==> src/rtl/vga_fb_arbiter.sv <==
`default_nettype none
// ============================================================================
// Module      : vga_fb_arbiter
// Description : Frame-buffer RAM port arbiter. Pixel fetches for the VGA
//               scan-out own one cycle in every 32-cycle horizontal block.
//               Game-logic writes use all other cycles. A CLEAR/SYNC/RUN
//               state machine zero-fills the buffer after reset or on
//               request, and then locks onto the top-left of the frame.
// Revision    : 1.0 - initial release
// ============================================================================
module vga_fb_arbiter #(
    parameter int WPL         = 42,
    parameter int LINES       = 480,
    parameter int FB_AW       = 15,
    parameter int H_FIRST_BLK = 6,
    parameter int V_FIRST     = 12,
    parameter int V_LAST      = 491
) (
    input  logic             clk,
    input  logic             rst,
    input  logic [0:10]      hcnt,
    input  logic [0:9]       vcnt,
    input  logic             clr_req,
    input  logic             wr_req,
    input  logic [FB_AW-1:0] wr_addr,
    input  logic [47:0]      wr_data,
    output logic             wr_ack,
    output logic             wr_err,
    output logic             ram_en,
    output logic             ram_we,
    output logic [FB_AW-1:0] ram_addr,
    output logic [47:0]      ram_wdata,
    input  logic [47:0]      ram_rdata,
    output logic [47:0]      pixels,
    output logic             vga_enable,
    output logic             vga_clear,
    output logic             frame_done
);

    localparam int               c_fb_words   = WPL * LINES;
    localparam logic [FB_AW-1:0] c_sweep_last = FB_AW'(c_fb_words - 1);
    localparam logic [4:0]       c_ph_fetch   = 5'd26;
    localparam logic [4:0]       c_ph_load    = 5'd28;

    typedef enum logic [1:0] {
        ST_CLEAR = 2'd0,
        ST_SYNC  = 2'd1,
        ST_RUN   = 2'd2
    } state_t;

    state_t           r_state;
    logic [FB_AW-1:0] r_sweep_addr;
    logic             r_vga_enable;
    logic [47:0]      r_pixels;
    logic [47:0]      r_rdata;
    logic             r_rd_d1;
    logic             r_rd_d2;

    // hcnt is numbered MSB-first: [0:5] is the 32-cycle block, [6:10] the phase
    logic [5:0]       w_blk;
    logic [4:0]       w_phase;
    logic [9:0]       w_line_cnt;
    logic             w_slot;
    logic             w_h_ok;
    logic             w_v_ok;
    logic             w_fetch;
    logic [31:0]      w_group;
    logic [31:0]      w_line;
    logic [FB_AW-1:0] w_fetch_addr;
    logic             w_wr_go;
    logic             w_wr_in_range;
    logic             w_hv_zero;

    assign w_blk      = hcnt[0:5];
    assign w_phase    = hcnt[6:10];
    assign w_line_cnt = vcnt;
    assign w_hv_zero  = (hcnt == 11'd0) && (vcnt == 10'd0);

    // Every phase-26 cycle is reserved for the fetch, valid or not
    assign w_slot  = (w_phase == c_ph_fetch);
    assign w_h_ok  = (32'(w_blk) >= 32'(H_FIRST_BLK)) &&
                     (32'(w_blk) <  32'(H_FIRST_BLK + WPL));
    assign w_v_ok  = (32'(w_line_cnt) >= 32'(V_FIRST)) &&
                     (32'(w_line_cnt) <= 32'(V_LAST));
    assign w_fetch = (r_state == ST_RUN) && w_slot && w_h_ok && w_v_ok;

    // Address arithmetic is done at 32 bits; only in-range results are used
    assign w_group      = 32'(w_blk) - 32'(H_FIRST_BLK);
    assign w_line       = 32'(w_line_cnt) - 32'(V_FIRST);
    assign w_fetch_addr = FB_AW'(w_line * 32'(WPL) + w_group);

    // A clear request in the same cycle wins over a write so it is never acked
    assign w_wr_go       = (r_state == ST_RUN) && wr_req && !w_slot && !clr_req;
    assign w_wr_in_range = (32'(wr_addr) < 32'(c_fb_words));

    assign frame_done = (r_state == ST_RUN) && (hcnt == 11'd0) &&
                        (32'(w_line_cnt) == 32'(V_LAST + 1));
    assign vga_clear  = (r_state != ST_RUN);
    assign vga_enable = r_vga_enable;
    assign pixels     = r_pixels;

    // RAM port mux; the sweep is gated by rst so reset drives an idle port
    always_comb begin
        ram_en    = 1'b0;
        ram_we    = 1'b0;
        ram_addr  = '0;
        ram_wdata = '0;
        wr_ack    = 1'b0;
        wr_err    = 1'b0;
        case (r_state)
            ST_CLEAR: begin
                if (rst) begin
                    ram_en   = 1'b1;
                    ram_we   = 1'b1;
                    ram_addr = r_sweep_addr;
                end
            end
            ST_RUN: begin
                if (w_fetch) begin
                    ram_en   = 1'b1;
                    ram_addr = w_fetch_addr;
                end else if (w_wr_go) begin
                    wr_ack = 1'b1;
                    if (w_wr_in_range) begin
                        ram_en    = 1'b1;
                        ram_we    = 1'b1;
                        ram_addr  = wr_addr;
                        ram_wdata = wr_data;
                    end else begin
                        wr_err = 1'b1;
                    end
                end
            end
            default: begin
                ram_en = 1'b0;
            end
        endcase
    end

    // State machine, sweep counter and the fetch/pixel pipeline
    always_ff @(posedge clk or negedge rst) begin
        if (!rst) begin
            r_state      <= ST_CLEAR;
            r_sweep_addr <= '0;
            r_vga_enable <= 1'b0;
            r_pixels     <= '0;
            r_rdata      <= '0;
            r_rd_d1      <= 1'b0;
            r_rd_d2      <= 1'b0;
        end else begin
            r_vga_enable <= 1'b1;

            // Read data arrives the cycle after the fetch; park it until phase 28
            r_rd_d1 <= w_fetch;
            r_rd_d2 <= r_rd_d1;
            if (r_rd_d1) begin
                r_rdata <= ram_rdata;
            end
            if (w_phase == c_ph_load) begin
                r_pixels <= r_rd_d2 ? r_rdata : 48'd0;
            end

            case (r_state)
                ST_CLEAR: begin
                    if (r_sweep_addr == c_sweep_last) begin
                        r_state      <= ST_SYNC;
                        r_sweep_addr <= '0;
                    end else begin
                        r_sweep_addr <= r_sweep_addr + 1'b1;
                    end
                end
                ST_SYNC: begin
                    if (w_hv_zero) begin
                        r_state <= ST_RUN;
                    end
                end
                ST_RUN: begin
                    if (clr_req) begin
                        r_state      <= ST_CLEAR;
                        r_sweep_addr <= '0;
                    end
                end
                default: begin
                    r_state      <= ST_CLEAR;
                    r_sweep_addr <= '0;
                end
            endcase
        end
    end

endmodule
`default_nettype wire

==> config.mk <==
export PLATFORM = sky130hd
export DESIGN_NAME = vga_fb_arbiter
export DESIGN_NICKNAME = d
export VERILOG_FILES = /design/src/rtl/vga_fb_arbiter.sv
export SDC_FILE = /design/constraint.sdc
export NUM_CORES = 1
export LEC_CHECK = 0
export ABC_CLOCK_PERIOD_IN_PS = 18100
export CAP_MARGIN = 20
export CORE_MARGIN = 5
export CORE_UTILIZATION = 49
export DETAILED_ROUTE_END_ITERATION = 10
export PLACE_DENSITY = 0.87
export SETUP_SLACK_MARGIN = 0.2
export SYNTH_ARGS = -nofsm -noshare
export SYNTH_HDL_FRONTEND = slang
export SYNTH_SLANG_ARGS = --single-unit
==> constraint.sdc <==
create_clock -name clk -period 18.1 [get_ports clk]
set_input_delay 3.62 -clock clk [delete_from_list [all_inputs] [get_ports clk]]
set_output_delay 3.62 -clock clk [all_outputs]
set_load 0.05 [all_outputs]
==> flow_metrics.tcl <==
set metrics [dict create \
    tritoncts "yes" \
    crit_chain "clkdlybuf4s50_1, or4_4, or3_2, or2_2, inv_1, ha_1, ha_1, inv_1, fa_1, inv_1, ha_1, or4b_2, o2111ai_1, ha_1, nor2_1, a21oi_1, o31ai_1, xnor3_1, o21ai_2, clkdlybuf4s50_1" \
    wl_per_cell_um 17.8 \
    post-route-min-period_ns 13.14 \
    coreArea_mm2 0.0140 \
    clk_pin_slew_worst_paths_ns 0.05 \
    fin_skew_ns 0.0142 \
    ys_warn_count 0 \
    hp-start "pixels[33]$_DFFE_PN0N_" \
    worstMarginPinSlew_ns 0.839 \
    p_int_w 0.000650 \
    total_power_w 0.00101 \
    clock_path_buffers 2 \
    clk_latency_ns 0.41 \
    routed_wl_mm 21.1 \
    crit_required_ns 14.48 \
    p_switching_w 0.000357 \
    synth_edf_count 0 \
    synth_common_cells "dfrtp_1, nand2_1, o21ai_0, and2_1" \
    p_leak_nw 4.59 \
    cap_viol_max_count 0 \
    max_stage_delay_ns 0.82 \
    synth_most_common_cell "dfrtp_1" \
    syn_to_final_growth_pct 46.3 \
    critPathLaunchType "primary input" \
    fin_hold_ws_ns 0.470 \
    slew_violations 0 \
    h-tree-depth 4 \
    drt_pass1_iterations 5 \
    die_h_um 130 \
    synthFlopType "dfrtp_1" \
    synth-seq-area-share_pct 41.3 \
    drt.antenna.violating_nets 0 \
    synth_largest_area_cell "dfrtp_1" \
    finalNonFillerCells 1187 \
    p_clk_share_pct 31.2 \
    p_seq_share_pct 29.2 \
    critical_path_class "primary input to primary output" \
    synthTopCellsByArea "dfrtp_1, ha_1, mux2_2" \
    die_w_um 130 \
    reg2reg_depth 8 \
    fmax_ghz 0.0761 \
    post_cts_buffers 0 \
    finalSetupViolCount 0 \
    endpoint "ram_addr[14]" \
    crit_fanout 7 \
    start_util_pct 50.3 \
    grt_pass1_wl_mm 32.9 \
    period_share_pct 72.6 \
    dp_cells 1153 \
    whs_path_depth 2 \
    crit_top_cell "ha_1" \
    grt_usage_pct 25.0 \
    cts-root-buf "clkbuf_16" \
    crit_path_start "vcnt[3]" \
    port-buffer-count 253 \
    switching_share_pct 35.5 \
    vias 6342 \
    synth_nets 941 \
    ys_seq_elements 116 \
    rsz0062_at_grt "false" \
    vdd_drop_max_uv 89.9 \
    overflow 0 \
    power_density_mw_per_mm2 98.0 \
    tns_ns 0 \
    finalHoldViolations 0 \
    grt_pass1_vias 6485 \
    placementRows 43 \
    synthCells 749 \
    final_layout_size_suffix_gt1_share_pct 9.66 \
    gp_congestion 0.873 \
    cp.arrival_ns 9.52 \
    reg2reg_to "r_sweep_addr[9]$_DFFE_PN0P_" \
    power_frac_comb_pct 39.5 \
    grt_max_degree 97 \
    hold_buffers 0 \
    crit_slowest_cell "clkdlybuf4s50_1" \
    r2r-start "r_sweep_addr[0]$_DFFE_PN0P_" \
    cts.repair.resized 0 \
    postSynthAreaPerCell_um2 9.38 \
    outcome "complete, no violations" \
    reg2reg_setup_slack_ns 15.51 \
    clock_sinks 116 \
    hp-class "flop to flop" \
    drcViolationCount 0 \
    drt-vias-per-instance 5.34 \
    syn_area_mm2 0.00703 \
    synth_top_area_share_pct 41.3 \
    async_flop_share_pct 100 \
    cts_made_buffers 17 \
    antenna_found_initial 3 \
    synth_cell_types 51 \
    final.fill_count 1024 \
    slew_headroom_pct 44.1 \
    final_nets 1185 \
    io_pins 254 \
    hpwl_mm 16.0 \
    dieArea_mm2 0.0168 \
    dr.first_iter.drc_count 459 \
    endpoint_kind "primary output" \
]
power groups by stage:
stage	combinational [W]	clock [W]	sequential (W)
after floorplan	0.000273	0	0.000299
after global placement	0.000389	0	0.000297
after detailed placement	0.000396	0	0.000298
after CTS	0.000398	0.000319	0.000294
after global routing	0.000440	0.000331	0.000297
final	0.000398	0.000315	0.000295
per-layer routing:
layer	global-route usage, %	wire length (um)	vias up
li1	-	-	3068
met3	7.94	1810	22
met4	8.01	372	0
met5	0	0	-
met1	29.8	8150	2992
met2	43.0	10800	260
flip-flops by register name, summed over array words and instances, names as in the netlist:
signal,cells
r_rd_d1,1
r_sweep_addr,15
vga_enable,1
r_rd_d2,1
r_state,2
pixels,48
r_rdata,48
kinds of logic (layout without fill, tap and decap cells):
group           Yosys count  count (layout)  share of synthesized area [%]
simple gates            255             255                           17.4
buf+inv                  73             328                           4.04
other cells               1               4                         0.0533
flops                   116             116                           41.3
fa+ha+maj                56              56                           10.8
xor+xnor                 29              29                           4.02
mux                      50              50                           7.97
compound gates          169             169                           14.4
critical path: cells and delay by family:
family | cells | cell delay [ns]
xor+xnor | 1 | 0.28
simple gates | 5 | 2.07
compound gates | 4 | 0.37
buf+inv | 5 | 1.52
fa+ha+maj | 5 | 1.64
layout by cell type (no fill, tap or decap), drive strengths merged, types with 7 or more instances in the layout:
cell type	count
mux2	48
inv	38
nor2	35
dfrtp	116
a21o	10
clkbuf	20
a21oi	18
clkdlybuf4s50	252
buf	8
nand3	15
and3	11
a22oi	15
nand2	110
ha	48
xor2	14
nor3	7
fa	8
o31ai	8
xnor2	14
o21ai	93
and2	50
nand2b	8
how the worst min path moves through the flow:
stage          slack [ns]                      to
6_report             0.47  pixels[33]$_DFFE_PN0N_
5_1_grt              0.51  pixels[22]$_DFFE_PN0N_
4_1_cts              0.48  pixels[45]$_DFFE_PN0N_
2_1_floorplan        0.39       r_rd_d2$_DFF_PN0_
3_3_place_gp         0.46  pixels[13]$_DFFE_PN0N_
3_5_place_dp         0.47  pixels[21]$_DFFE_PN0N_
metrics by stage:
| step | cell area, um^2 | setup WS (ns) | utilization (%) |
|---|---|---|---|
| finish | 10300 | 4.96 | 73.5 |
| CTS | 10300 | 4.95 | 73.3 |
| global route | 10300 | 4.65 | 73.5 |
| detailed placement | 9700 | 4.98 | 69.3 |
| global placement | 9700 | 5.03 | 69.3 |
| floorplan | 7030 | 5.80 | - |
area by class of cell:
class	count	area [um^2]	area share [%]
inverters	38	143	1.39
well taps	180	225	2.19
diodes	3	7.51	0.0730
multi-input cells	560	3850	37.4
clock inverters	10	110	1.07
flip-flops and latches	116	2900	28.2
clock buffers	20	447	4.34
repair buffers	260	2590	25.2
Power figures use the tool's default switching activity.
==> edit (same settings) <==
Set the parameter `FB_AW` to 16 (it was 15).
--- a/src/rtl/vga_fb_arbiter.sv
+++ b/src/rtl/vga_fb_arbiter.sv
@@ -13,3 +13,3 @@
     parameter int LINES       = 480,
-    parameter int FB_AW       = 15,
+    parameter int FB_AW       = 16,
     parameter int H_FIRST_BLK = 6,
Ports: changed (resized ram_addr and wr_addr); port bits go from 254 to 256. The function was not compared with the original's and may differ.
==> edit against the unedited design <==
- sequential cell count increased by 1
- via count grew 7.7%
- synthesized cell count grew 5.3%
- total power shrank 3.9%
- sequential power is essentially flat
- synthesized area grew 4.4%
- worst setup slack improved by 0.038 ns
- wire length up 11%
- design area is 3.5% higher
- critical endpoint unchanged
- largest cell class unchanged
==> edit: results <==
{
  "antenna_found_initial": 0,
  "crit_start": "vcnt[7]",
  "comb-power_mw": 0.322,
  "leakage_nw": 4.73,
  "drive_gt1_share_pct": 9.56,
  "r2r-end": "r_sweep_addr[10]",
  "relSlewSlack_pct": 40.5,
  "grtUsageMet3_pct": 8.24,
  "outcome": "completed",
  "min_period_ns": 13.10,
  "io_buffer_count": 255,
  "synthTopCellsByCount": "122 x nand2_1, 117 x dfrtp_1, 79 x o21ai_0",
  "ir_drop_uv": 73.3,
  "ys_warn_count": 0,
  "grt_pass1_vias": 6921,
  "p_int_mw": 0.638,
  "synth_cells": 789,
  "async_flop_share_pct": 100,
  "cp_max_fo": 6,
  "yosysSeqAreaShare_pct": 39.9,
  "placed_cells": 1197,
  "cp_slowest_cell": "clkdlybuf4s50_1",
  "combPwrFrac_pct": 33.3,
  "worst_clock_skew_ns": 0.00809,
  "wl_met3_mm": 2.09,
  "synth.area.top_cells": "dfrtp_1 40%, ha_1 8.2%, mux2_2 7.4%",
  "r2r_slack_ns": 15.80,
  "synth_fp_nets": 985,
  "cp_top_family": "adder cells",
  "postPlaceCellArea_um2": 10000,
  "reg2reg_depth": 7,
  "min_from": "pixels[15]",
  "viasPerCell": 5.55,
  "grt_pass1_wl_mm": 37.1,
  "gr-usage-met2_pct": 45.4,
  "final_cells": 1230,
  "dp_slack_ns": 5.07,
  "pwr-share-seq_pct": 30.6,
  "diodes": 0,
  "r2r_start": "r_sweep_addr[1]",
  "whs_ns": 0.478,
  "wirelength_met1_mm": 8.99,
  "holdPathEnd": "pixels[15]",
  "place_hpwl_mm": 17.7,
  "n_fill_cell": 1025,
  "gp_congestion": 0.967,
  "grt_use_met1_pct": 31.8,
  "first_iter_violations": 527,
  "syn_to_final_growth_pct": 45.1,
  "synthFlopType": "dfrtp_1",
  "grt_use_total_pct": 26.5,
  "detail_route.wl_per_cell_um": 19.0,
  "critPathArrivalTime_ns": 9.48,
  "routed-wl-met2_mm": 11.7,
  "synth_cell_types": 64
}
## edit: cell count changes after synthesis, sizes merged, moves of 6 or more
cell,delta
nand2,+12
a21oi,+6
inv,+18
and3,-9
o21ai,-13
nor4,+7
## edit: cell families after synthesis
family                     Yosys count  share of synthesized area (%)
adders and majority gates           59                           11.2
xor gates and xnor gates            31                           3.80
and+or+nand+nor                    267                           17.6
muxes                               48                           7.37
AOI/OAI and AO/OA                  175                           15.2
buffers and inverters               91                           4.91
DFF                                117                           39.9
other                                1                         0.0511
## edit: layout make-up
| type | instances | share of cell area [%] |
|---|---|---|
| clock inverter | 15 | 1.81 |
| clock buffer | 17 | 4.00 |
| multi-input combinational | 581 | 38.1 |
| tap | 184 | 2.16 |
| inverter | 56 | 1.97 |
| sequential | 117 | 27.5 |
| timing repair buffer | 260 | 24.4 |
